[config.mk]
export PLATFORM = sky130hd
export DESIGN_NAME = wb_multi_src
export DESIGN_NICKNAME = d
export VERILOG_FILES = /design/src/rtl/wb_pkg.sv /design/src/rtl/wb_src_fifo.sv /design/src/rtl/wb_multi_src.sv
export SDC_FILE = /design/constraint.sdc
export NUM_CORES = 1
export LEC_CHECK = 0
export ABC_AREA = 1
export CAP_MARGIN = 15
export CORE_MARGIN = 3
export CORE_UTILIZATION = 30
export CTS_CLUSTER_DIAMETER = 80
export DETAILED_ROUTE_END_ITERATION = 16
export SYNTH_ARGS = -nofsm -noshare
export SYNTH_HDL_FRONTEND = slang
export SYNTH_HIERARCHICAL = 1
export SYNTH_SLANG_ARGS = --single-unit
[constraint.sdc]
create_clock -name clock -period 8.9 [get_ports clock]
set_input_delay 1.335 -clock clock [delete_from_list [all_inputs] [get_ports clock]]
set_output_delay 1.335 -clock clock [all_outputs]
set_load 0.05 [all_outputs]
[src/rtl/wb_pkg.sv]
// Writeback shared types: source request payload, default sizing, source indices.
// No logic; pure declarations.
// No flow control.
package wb_pkg;

    localparam int WB_NUM_SRC    = 3;
    localparam int WB_DATA_W     = 32;
    localparam int WB_ADDR_W     = 5;
    localparam int WB_HOLD_DEPTH = 2;

    localparam int WB_SRC_ALU = 0;
    localparam int WB_SRC_MEM = 1;
    localparam int WB_SRC_MUL = 2;

    typedef struct packed {
        logic [WB_ADDR_W-1:0] addr;
        logic [WB_DATA_W-1:0] data;
    } wb_req_t;

endpackage

[src/rtl/wb_src_fifo.sv]
// Per-source hold FIFO; exposes every slot's valid/addr for the hazard check.
// Latency: push visible at head one edge later; no fall-through.
// Backpressure: pushes while full are dropped, caller gates on count.
module wb_src_fifo
    import wb_pkg::*;
#(
    parameter int  DEPTH  = WB_HOLD_DEPTH,
    parameter int  ADDR_W = WB_ADDR_W,
    parameter type req_t  = wb_req_t,
    localparam int CNT_W  = $clog2(DEPTH + 1),
    localparam int PTR_W  = (DEPTH > 1) ? $clog2(DEPTH) : 1
) (
    input  logic                           clock,
    input  logic                           reset_c,
    input  logic                           push_vld,
    input  req_t                           push_dat,
    input  logic                           pop,
    output req_t                           head_dat,
    output logic                           empty,
    output logic [CNT_W-1:0]               count,
    output logic [DEPTH-1:0]               ent_vld,
    output logic [DEPTH-1:0][ADDR_W-1:0]   ent_addr
);

    req_t             mem [DEPTH];
    logic [PTR_W-1:0] rd_ptr;
    logic [PTR_W-1:0] wr_ptr;
    logic             full;
    logic             do_push;
    logic             do_pop;

    function automatic logic [PTR_W-1:0] ptr_inc(input logic [PTR_W-1:0] p);
        return (p == PTR_W'(DEPTH - 1)) ? '0 : p + 1'b1;
    endfunction

    assign full     = (count == CNT_W'(DEPTH));
    assign empty    = (count == '0);
    assign do_push  = push_vld && !full;
    assign do_pop   = pop && !empty;
    assign head_dat = mem[rd_ptr];

    always_ff @(posedge clock) begin
        if (do_push) begin
            mem[wr_ptr] <= push_dat;
        end
    end

    // Push and pop can never target the same slot: that needs full and empty at once.
    always_ff @(posedge clock) begin
        if (reset_c) begin
            rd_ptr  <= '0;
            wr_ptr  <= '0;
            count   <= '0;
            ent_vld <= '0;
        end else begin
            if (do_push) begin
                wr_ptr          <= ptr_inc(wr_ptr);
                ent_vld[wr_ptr] <= 1'b1;
            end
            if (do_pop) begin
                rd_ptr          <= ptr_inc(rd_ptr);
                ent_vld[rd_ptr] <= 1'b0;
            end
            count <= count + CNT_W'(do_push) - CNT_W'(do_pop);
        end
    end

    always_comb begin
        for (int j = 0; j < DEPTH; j++) begin
            ent_addr[j] = mem[j].addr;
        end
    end

endmodule

[src/rtl/wb_multi_src.sv]
// Writeback merge: NUM_SRC producers -> round-robin -> one registered RF write port.
// Latency: 2 edges push-to-writeEn uncontended; NUM_SRC*HOLD_DEPTH+1 worst case.
// Backpressure: src_ready per source from registered FIFO count; stall_wb freezes pop and outputs.
module wb_multi_src
    import wb_pkg::*;
#(
    parameter int NUM_SRC    = WB_NUM_SRC,
    parameter int DATA_W     = WB_DATA_W,
    parameter int ADDR_W     = WB_ADDR_W,
    parameter int HOLD_DEPTH = WB_HOLD_DEPTH,
    parameter bit DROP_R0    = 1'b1
) (
    input  logic                            clock,
    input  logic                            reset_c,
    input  logic                            stall_wb,
    input  logic [NUM_SRC-1:0]              src_valid,
    output logic [NUM_SRC-1:0]              src_ready,
    input  logic [NUM_SRC-1:0][DATA_W-1:0]  src_data,
    input  logic [NUM_SRC-1:0][ADDR_W-1:0]  src_addr,
    input  logic [ADDR_W-1:0]               chk_addr,
    output logic                            chk_pending,
    output logic [DATA_W-1:0]               wbOut,
    output logic [ADDR_W-1:0]               wbOutAddr,
    output logic                            writeEn
);

    localparam int RR_W  = (NUM_SRC > 1) ? $clog2(NUM_SRC) : 1;
    localparam int CNT_W = $clog2(HOLD_DEPTH + 1);

    typedef struct packed {
        logic [ADDR_W-1:0] addr;
        logic [DATA_W-1:0] data;
    } src_req_t;

    src_req_t                                    push_req [NUM_SRC];
    src_req_t                                    head     [NUM_SRC];
    logic [NUM_SRC-1:0]                          push;
    logic [NUM_SRC-1:0]                          pop;
    logic [NUM_SRC-1:0]                          empty;
    logic [NUM_SRC-1:0][CNT_W-1:0]               count;
    logic [NUM_SRC-1:0][HOLD_DEPTH-1:0]          ent_vld;
    logic [NUM_SRC-1:0][HOLD_DEPTH-1:0][ADDR_W-1:0] ent_addr;

    logic [RR_W-1:0] rr_ptr;
    logic [RR_W-1:0] rr_next;
    logic [RR_W-1:0] grant;
    logic            grant_vld;
    src_req_t        gnt_req;
    logic            pend_hit;

    for (genvar g = 0; g < NUM_SRC; g++) begin : g_src
        // Ready comes from the registered count only, so a same-cycle pop never frees a slot.
        assign src_ready[g] = !reset_c && (count[g] < CNT_W'(HOLD_DEPTH));
        assign push[g]      = src_valid[g] && src_ready[g];
        assign push_req[g]  = '{addr: src_addr[g], data: src_data[g]};

        wb_src_fifo #(
            .DEPTH  (HOLD_DEPTH),
            .ADDR_W (ADDR_W),
            .req_t  (src_req_t)
        ) u_fifo (
            .clock    (clock),
            .reset_c  (reset_c),
            .push_vld (push[g]),
            .push_dat (push_req[g]),
            .pop      (pop[g]),
            .head_dat (head[g]),
            .empty    (empty[g]),
            .count    (count[g]),
            .ent_vld  (ent_vld[g]),
            .ent_addr (ent_addr[g])
        );
    end

    // First non-empty source at or after the round-robin pointer.
    always_comb begin
        int idx;
        idx       = 0;
        grant_vld = 1'b0;
        grant     = '0;
        for (int k = 0; k < NUM_SRC; k++) begin
            idx = (int'(rr_ptr) + k) % NUM_SRC;
            if (!grant_vld && !empty[idx]) begin
                grant_vld = 1'b1;
                grant     = RR_W'(idx);
            end
        end
    end

    always_comb begin
        pop = '0;
        if (!stall_wb && grant_vld) begin
            pop[grant] = 1'b1;
        end
    end

    assign gnt_req = head[grant];
    assign rr_next = (grant == RR_W'(NUM_SRC - 1)) ? '0 : grant + 1'b1;

    always_ff @(posedge clock) begin
        if (reset_c) begin
            wbOut     <= '0;
            wbOutAddr <= '0;
            writeEn   <= 1'b0;
            rr_ptr    <= '0;
        end else if (!stall_wb) begin
            if (grant_vld) begin
                wbOut     <= gnt_req.data;
                wbOutAddr <= gnt_req.addr;
                writeEn   <= !(DROP_R0 && (gnt_req.addr == '0));
                rr_ptr    <= rr_next;
            end else begin
                writeEn   <= 1'b0;
            end
        end
    end

    always_comb begin
        pend_hit = writeEn && (wbOutAddr == chk_addr);
        for (int i = 0; i < NUM_SRC; i++) begin
            for (int j = 0; j < HOLD_DEPTH; j++) begin
                if (ent_vld[i][j] && (ent_addr[i][j] == chk_addr)) begin
                    pend_hit = 1'b1;
                end
            end
        end
    end

    // r0 writes are discarded, so they never create a hazard.
    assign chk_pending = pend_hit && !(DROP_R0 && (chk_addr == '0));

endmodule
-- Yosys cells after proc, flatten, opt, wreduce, memory -nomap -nowiden
Memories as Yosys holds them, arrays and structs flattened. A register that Yosys moved wholly into a read port is not among the register bits.
Index checks and enable logic that the tools add are counted.
- flip-flop bits (word level): 58
- RAM bits: 222
- bits of input ports: 122
- output and inout bits: 42
- memories kept: 3
- memory list (name ; words ; bits a word ; rd ports ; clocked after Yosys merged registers in ; wr ports ; RTL line ; text):
    g_src[0].u_fifo.mem ; 2 ; 37 ; 3 ; 1 ; 1 ; wb_src_fifo.sv:25 ; req_t mem [DEPTH];
    g_src[1].u_fifo.mem ; 2 ; 37 ; 3 ; 1 ; 1 ; wb_src_fifo.sv:25 ;
    g_src[2].u_fifo.mem ; 2 ; 37 ; 3 ; 1 ; 1 ; wb_src_fifo.sv:25 ;
- add/sub/neg operators: 15
- divide/modulo/power cells: 3
- $lt $le $gt $ge: 21
- equality and inequality tests: 11
- muxes and demuxes: 68
- bitwise operators: 11
- reductions and logical operators: 49
- operators with widths (kind ; number):
    $lt A32 B4 Y1 const B ; 3
    $bmux W37 S2 ; 1
    $mux W37 ; 2
    $mod A32 B3 Y32 const B ; 2
    $mux W1 ; 41
    $eq A5 B5 Y1 ; 7
    $mod A3 B3 Y32 const B ; 1
    $logic_and A1 B1 Y1 ; 30
    $mux W2 ; 13
    $logic_not A1 Y1 ; 13
    $lt A1 B2 Y1 const B ; 6
    $logic_not A5 Y1 ; 2
    $eq A2 B2 Y1 const B ; 4
    $add A1 B1 Y1 const B ; 6
    $add A2 B1 Y2 ; 3
    $and A2 B2 Y2 ; 3
    $bmux W1 S2 ; 3
    $demux W1 S1 ; 6
    $ge A1 B1 Y1 const B ; 6
    $logic_not A2 Y1 ; 3
    $lt A2 B2 Y1 const B ; 3
    $not A2 Y2 ; 3
    $or A2 B2 Y2 ; 3
    $sub A2 B1 Y2 ; 3
    other kinds (11) ; 11

-- Logic depth before layout (Yosys ltp)
- depth in word-level cells: 19
- mapped depth: 25
- depth with buffers taken out: 24

-- By module
Netlist, hierarchy kept.
- modules (own cells, without submodules) (module ; times used ; cells an instance ; area each (um2) ; sequential area each (um2)):
    wb_src_fifo ; 3 ; 170 ; 3220.6 ; 2362.3
    wb_multi_src ; 1 ; 422 ; 2855.2 ; 800.8

-- Least setup slack after synthesis
Ideal clock, no wire load.
- kind: input-to-output
- start: input port chk_addr[2]
- end: output port chk_pending
- arrival: 3.002 ns
- data required time: 7.565 ns
- slack: 4.563 ns
- cell stages on the path: 7
- path buffers: 1
- cells stage by stage: clkbuf_1 > inv_1 > a221oi_1 > nand4_1 > nand2_1 > a41oi_1 > a22oi_1
- cells in the longest elaborated chain, start to end: 9
- elaborated cells on any way between the ends: 23
- those cells by class: eq/ne: 7; mux: 6; reduce/logical: 10
- RTL lines (item ; RTL line ; text):
    from (decl) ; wb_multi_src.sv:20 ; input logic [ADDR_W-1:0] chk_addr,
    $eq A5 B5 Y1 (on tied branches) ; wb_multi_src.sv:119, wb_multi_src.sv:122 ;
    $logic_and A1 B1 Y1 (on tied branches) ; wb_multi_src.sv:119, wb_multi_src.sv:122 ;
    $mux W1 (6 in a row) ; wb_multi_src.sv:122 ; if (ent_vld[i][j] && (ent_addr[i][j] == chk_addr)) begin
    $logic_and A1 B1 Y1 * ; wb_multi_src.sv:130 ; assign chk_pending = pend_hit && !(DROP_R0 && (chk_addr == '0));
    to (decl) ; wb_multi_src.sv:21 ; output logic chk_pending,
Every way passes the cells marked *; elsewhere a longest branch is shown, timed or not.

-- Final worst setup path
- start: input port chk_addr[0]
- end: output port chk_pending
Same word-level chain as after synthesis.

==> qor.yml <==
cells_and_area:
  drive_gt1_share_pct: 19.5
  fin_nets: 1193
  fin_util_pct: 37.2
  fillers: 3956
  synthToLayoutAreaGrowth_pct: 21.9
  final_common_cell: "edfxtp_1"
  final_cell_mix: "222 x edfxtp_1, 163 x clkdlybuf4s50_1, 103 x nand2_1"
clock_tree:
  cts_resized: 0
  numCtsBuffers: 29
  clock_path_buffers: 3
  clock_latency_ns: 0.57
  cts_num_sinks: 283
  cts_root_buffer: "clkbuf_16"
  cts_setup_buffers: 0
  cts_hold_buffers: 0
  htreeDepth: 1
  cts_tree: "done"
  path_clk_slew_ns: 0.06
power:
  vdd_drop_max_v: 0.000243
  switching_share_pct: 42.7
  power.internal_uw: 3030
  p_per_area_nw_per_um2: 347
  p_total_uw: 5290
  cellLeakagePower_uw: 0.00543
  pwr-share-comb_pct: 44.1
  p_switching_uw: 2260
  p_seq_share_pct: 33.3
  p_clk_share_pct: 22.6
global_routing:
  antenna_found_initial: 4
  grt_pass1_vias: 7860
  grt_max_degree: 56
  grt_pass1_wl_mm: 48.6
  grt_usage_pct: 14.5
  global_route.overflow_total: 0
route:
  wl_mm: 32.8
  vias_per_cell: 4.68
  firstDrtPassIters: 5
  ant_nets: 0
  wire_per_inst_um: 20.2
  drt_iter0_markers: 521
  vias: 7575
  drc: 0
worst_setup_path:
  crit_path_start_kind: "input pin"
  path_class: "in -> out"
  crit_chain: "clkdlybuf4s50_1, clkinv_1, a2111oi_0, nand3_1, nand2_1, nor2_1, a22oi_1, clkdlybuf4s50_1"
  path_max_fanout: 10
  endpoint_kind: "output port"
  critical_path.slowest_cell: "clkdlybuf4s50_1"
  reg2reg_slack_ns: 5.23
  r2r_cells: 22
  path_buf_inv: 3
  r2r_end: "g_src[2].u_fifo/count[1]"
  critPathTopFamily: "buffers and inverters"
  cp.arrival_ns: 3.88
  r2r_start: "rr_ptr[0]"
  cp.required_ns: 7.57
  crit_path_frequent_cell: "clkdlybuf4s50_1"
  critPathMaxStageDelay_ns: 0.84
logic_synthesis:
  synth_fp_nets: 1061
  syn_avg_cell_area_um2: 13.4
  synth-seq-area-share_pct: 63.0
  synth_ff_type: "edfxtp_1"
  synth_cell_types: 43
  synth_warnings: 6
  ys_seq_elements: 283
  yosysTopAreaCellShare_pct: 53.3
  synth_area_leader_cell: "edfxtp_1"
  syn_area_um2: 12500
  yosys-top-cells-area: "edfxtp_1 53%, mux2_4 11%, dfxtp_1 9.8%, nand2_1 3.1%, buf_4 2.3%"
  async_reset_ff_share_pct: 0
  synth-edff-count: 222
  syn_inst: 932
sta:
  fmaxAchievable_ghz: 0.192
  setup_viol: 0
  slew_headroom_pct: 27.0
  grt_setup_unrepaired: "no"
  slew_violations: 0
  setup_tns_ns: 0
  worst_pin_slew_ns: 1.09
  hold_viol: 0
  worst_clock_skew_ns: 0.0221
  period_share_pct: 58.6
  min_period_ns: 5.22
floorplanning:
  placeableCoreArea_um2: 41000
  die_h_um: 210
  initial_core_util_pct: 30.5
  die-area_um2: 44200
  io_pins: 164
  dieWidth_um: 210
  num_rows: 74
run_status:
  status: "completed"
placed_design:
  place_congestion: 0.822
  dp_hpwl_mm: 22.8
  port_buffers: 163
job:
  drv_cap: 0
min_path:
  whs_endpoint: "g_src[2].u_fifo/ent_vld[1]"
  hold_class: "reg -> reg"
  whs_path_depth: 2
  hp-start: "g_src[2].u_fifo/ent_vld[1]"
synthesized netlist by cell type, drive strengths merged (15+ instances only):
cell	number
nor2	55
edfxtp	222
a21oi	30
a31oi	15
nand3	62
inv	62
buf	60
mux2	111
dfxtp	61
o21ai	52
a41oi	18
nand2	114
area by class of cell:
class	instances	area, um^2	area share (%)
Clock inverter	14	116	0.763
Tap cell	532	666	4.36
Timing Repair Buffer	171	1720	11.3
Antenna cell	1	2.50	0.0164
Multi-Input combinational cell	516	3800	24.9
Clock buffer	40	827	5.42
Inverter	63	236	1.55
Sequential cell	283	7890	51.7
stage by stage:
stage	cell area, um^2	hold slack [ns]	setup slack (ns)	std cells
after floorplan	12500	0.425	4.56	932
after global placement	14300	0.468	3.69	1563
after detailed placement	14300	0.482	3.68	1563
after CTS	15200	0.493	3.68	1617
after global routing	15300	0.510	3.44	1619
final	15300	0.481	3.68	1620
routing by layer:
| metal | GRT usage (%) | vias to the layer above | routed length (um) |
|---|---|---|---|
| met5 | 0 | - | 45 |
| li1 | - | 3616 | - |
| met3 | 3.59 | 51 | 2110 |
| met1 | 17.9 | 3689 | 13500 |
| met4 | 2.98 | 6 | 668 |
| met2 | 25.9 | 213 | 16500 |
state kept, by name, indices dropped and copies added (netlist names), named ones only:
signal                cells
g_src.u_fifo/wr_ptr       3
wbOutAddr                 5
rr_ptr                    2
wbOut                    32
writeEn                   1
g_src.u_fifo/mem        222
g_src.u_fifo/count        6
g_src.u_fifo/ent_vld      6
g_src.u_fifo/rd_ptr       3
tightest hold or removal path: cells and delay by family, from the launching register on:
family	cells	cell delay, ns
flip-flops	1	0.33
buffers and inverters	1	0.06
AO/OA/AOI/OAI	1	0.05
power by group through the flow:
stage,Clock (uW),Sequential [uW],Combinational [uW]
3_5_place_dp,0,1780,2370
3_3_place_gp,0,1780,2350
4_1_cts,1220,1760,2380
2_1_floorplan,0,2030,1450
5_1_grt,1280,1780,2570
6_report,1200,1760,2330
how the worst max path moves through the flow:
stage	start	endpoint	slack, ns	cells after the start
final	chk_addr[0]	chk_pending	3.68	8
after global routing	chk_addr[1]	chk_pending	3.44	10
after CTS	chk_addr[0]	chk_pending	3.68	8
after detailed placement	chk_addr[0]	chk_pending	3.68	8
after global placement	chk_addr[0]	chk_pending	3.69	8
after floorplan	chk_addr[2]	chk_pending	4.56	7
kinds of logic after synthesis:
group                      synth area share [%]
DFF                                        63.0
and+or+nand+nor                            9.12
AOI/OAI and AO/OA                          6.50
buffers and inverters                      6.80
muxes                                      12.7
xor gates and xnor gates                   1.19
adders and majority gates                 0.700
Power figures use the tool's default switching activity.
==> RTL edit: new RTL, same flow settings <==
The parameter `DROP_R0` goes from 1'b1 to 1'b0.
--- a/src/rtl/wb_multi_src.sv
+++ b/src/rtl/wb_multi_src.sv
@@ -8,7 +8,7 @@
     parameter int DATA_W     = WB_DATA_W,
     parameter int ADDR_W     = WB_ADDR_W,
     parameter int HOLD_DEPTH = WB_HOLD_DEPTH,
-    parameter bit DROP_R0    = 1'b1
+    parameter bit DROP_R0    = 1'b0
 ) (
     input  logic                            clock,
     input  logic                            reset_c,
Check against the original RTL: not equivalent (Yosys sat finds a counterexample within 4 cycles, from zero or initial values and one cycle with reset_c high).
==> RTL edit against the unedited design <==
- power up 9.7%
- maximum frequency up 4.9%
- wire length up 2.0%
- first-iteration DRC count down 8.4%
- design area up 1.9%
- sequential cell count unchanged
- setup slack better by 0.24 ns
- synthesized area up 2.2%
- critical path type unchanged
- largest power group unchanged
==> RTL edit: results (changes against the unedited design) <==
* Worst-path clk slew at 0.05 ns
* Cts repair resizes at 0 (unchanged)
* Via Count at 8080 (+6.7%)
* Sequential share of the synthesized area at 61.64% (-1.4 points)
* Area contributors post-synth: edfxtp_1 52%, mux2_4 11%, dfxtp_1 9.5%, nand2_1 4.5%, nand4_1 3.7%
* Post-CTS setup buffers at 0 (unchanged)
* Hold Vio Cnt, Final at 0 (unchanged)
* GRT Total Usage at 14.55% (+0.019 points)
* Synth cell types at 37 (-14%)
* Mean Syn Cell Area at 12.53 um^2 (-6.7%)
* Static leakage at 5.722 nW (+5.5%)
* Root buffer cell: clkbuf_16
* First-pass GRT wire length at 49220 um (+1.2%)
* Rel. slew slack at 36.03% (+9.0 points)
* Port bufs at 163 (unchanged)
* Vias in the first global route at 8194 (+4.2%)
* Area Growth Syn to Fin at 21.47%
* Worst vdd rail ir drop at 386.6 uV (+59%)
* Worst clock skew at 0.02964 ns (+0.007505 ns)
* Nets at 1273 (+6.7%)
* Layout fillers at 4066 (+2.8%)
* Post-synthesis async set-or-reset flop share at 0% (unchanged)
* Crit path DAT at 3.64 ns (-0.24 ns)
* Routed wire length at 33440 um (+2.0%)
* Detailed Route Iter0 Violations at 477 (-8.4%)
* HP Class: flop to flop
* GPL Wtd Cong at 0.8464 (+3.0%)
* DP Area at 14520 um^2 (+1.7%)
* Dpl hpwl at 22840 um (+0.35%)
* CP Max Fanout at 7 (-3)
* TritonCTS Buffers at 34 (+17%)
* Status: finished, final reports clean
* Layout cell share with drive strength beyond 1 at 17.86% (-1.6 points)
* Placed Cells incl. Taps at 1649 (+5.5%)
* Syn_nets at 1148 (+8.2%)
* Post-Place Worst Slack at 3.936 ns (+0.2528 ns)
* 1st-pass router iterations at 6 (+1)
* Clock latency on the worst-skew pair at 0.52 ns (-0.05 ns)
* Synth cell count leaders: 222 x edfxtp_1, 154 x nand2_1, 107 x nor2_1
* Top FF cell, synth: edfxtp_1
* Finished Layout Cells at 1711 (+5.6%)
* Biggest regs: g_src.u_fifo/mem: 222 flops, wbOut: 32 flops
* R2R cell count at 21 (-4.5%)
* H-tree depth reported by CTS at 2 (+1)
* Max incr delay on CP at 0.81 ns (-0.03 ns)
* Initial antenna violation count at 7 (+3)
* Pin count of the biggest net entering global routing at 64 (+14%)
## RTL edit: changes by cell type in the layout (fill, tap and decap cells not counted), sizes merged, moves of 2 or more
cell,delta
nand3,-20
nand4,+70
a22oi,-2
inv,-7
nand2,+51
nor2,+59
clkbuf,+7
o21ai,-19
a21oi,-16
a41oi,-18
ha,-2
a31oi,-15
## RTL edit: layout make-up
type	instances	area, um^2	share of cell area [%]
Sequential cell	283	7891	50.77
Multi-Input combinational cell	599	4040	25.99
Timing Repair Buffer	172	1699	10.93
Clock buffer	47	950.9	6.118
Tap cell	539	674.4	4.339
Inverter	56	210.2	1.352
Clock inverter	13	72.57	0.4669
Antenna cell	2	5.005	0.03220
## RTL edit: worst paths after layout
| kind | start | endpoint | slack, ns |
|---|---|---|---|
| max reg2reg | rr_ptr[0] | g_src[1].u_fifo/count[1] | 4.57 |
| max | chk_addr[4] | chk_pending | 3.92 |
| min reg2reg | g_src[2].u_fifo/ent_vld[1] | g_src[2].u_fifo/ent_vld[1] | 0.46 |
| min | g_src[2].u_fifo/ent_vld[1] | g_src[2].u_fifo/ent_vld[1] | 0.46 |
## RTL edit: cells by family after synthesis
group,share of synthesized area [%]
AND/OR/NAND/NOR,14.43
flip-flops,61.64
buffers and inverters,6.962
multiplexers,12.41
AO/OA/AOI/OAI,2.904
XOR/XNOR,1.164
adder cells (fa/ha/maj),0.4889
## RTL edit: worst min-delay path, stage by stage (launching register included)
cell     delay, ns
dfxtp_1       0.31
inv_1         0.05
a21oi_1       0.06
## RTL edit: report_power, final
part / internal [mW] / total, mW / switching (mW)
clock: 0.747 / 1.27 / 0.526
sequential: 1.65 / 1.79 / 0.142
combinational: 0.777 / 2.73 / 1.96
## RTL edit: metal layers
layer,GRT usage [%],vias to the layer above,routed length [um]
met5,0,-,69
met4,5.391,10,1069
met3,3.704,71,2113
met2,24.95,255,16510
met1,17.70,3885,13680
li1,-,3859,-
## RTL edit: per-stage QoR
stage	power (mW)	hold slack, ns
floorplan	3.855	0.4253
global placement	4.575	0.4683
detailed placement	4.609	0.4578
CTS	5.914	0.4649
global route	6.188	0.4922
finish	5.800	0.4644
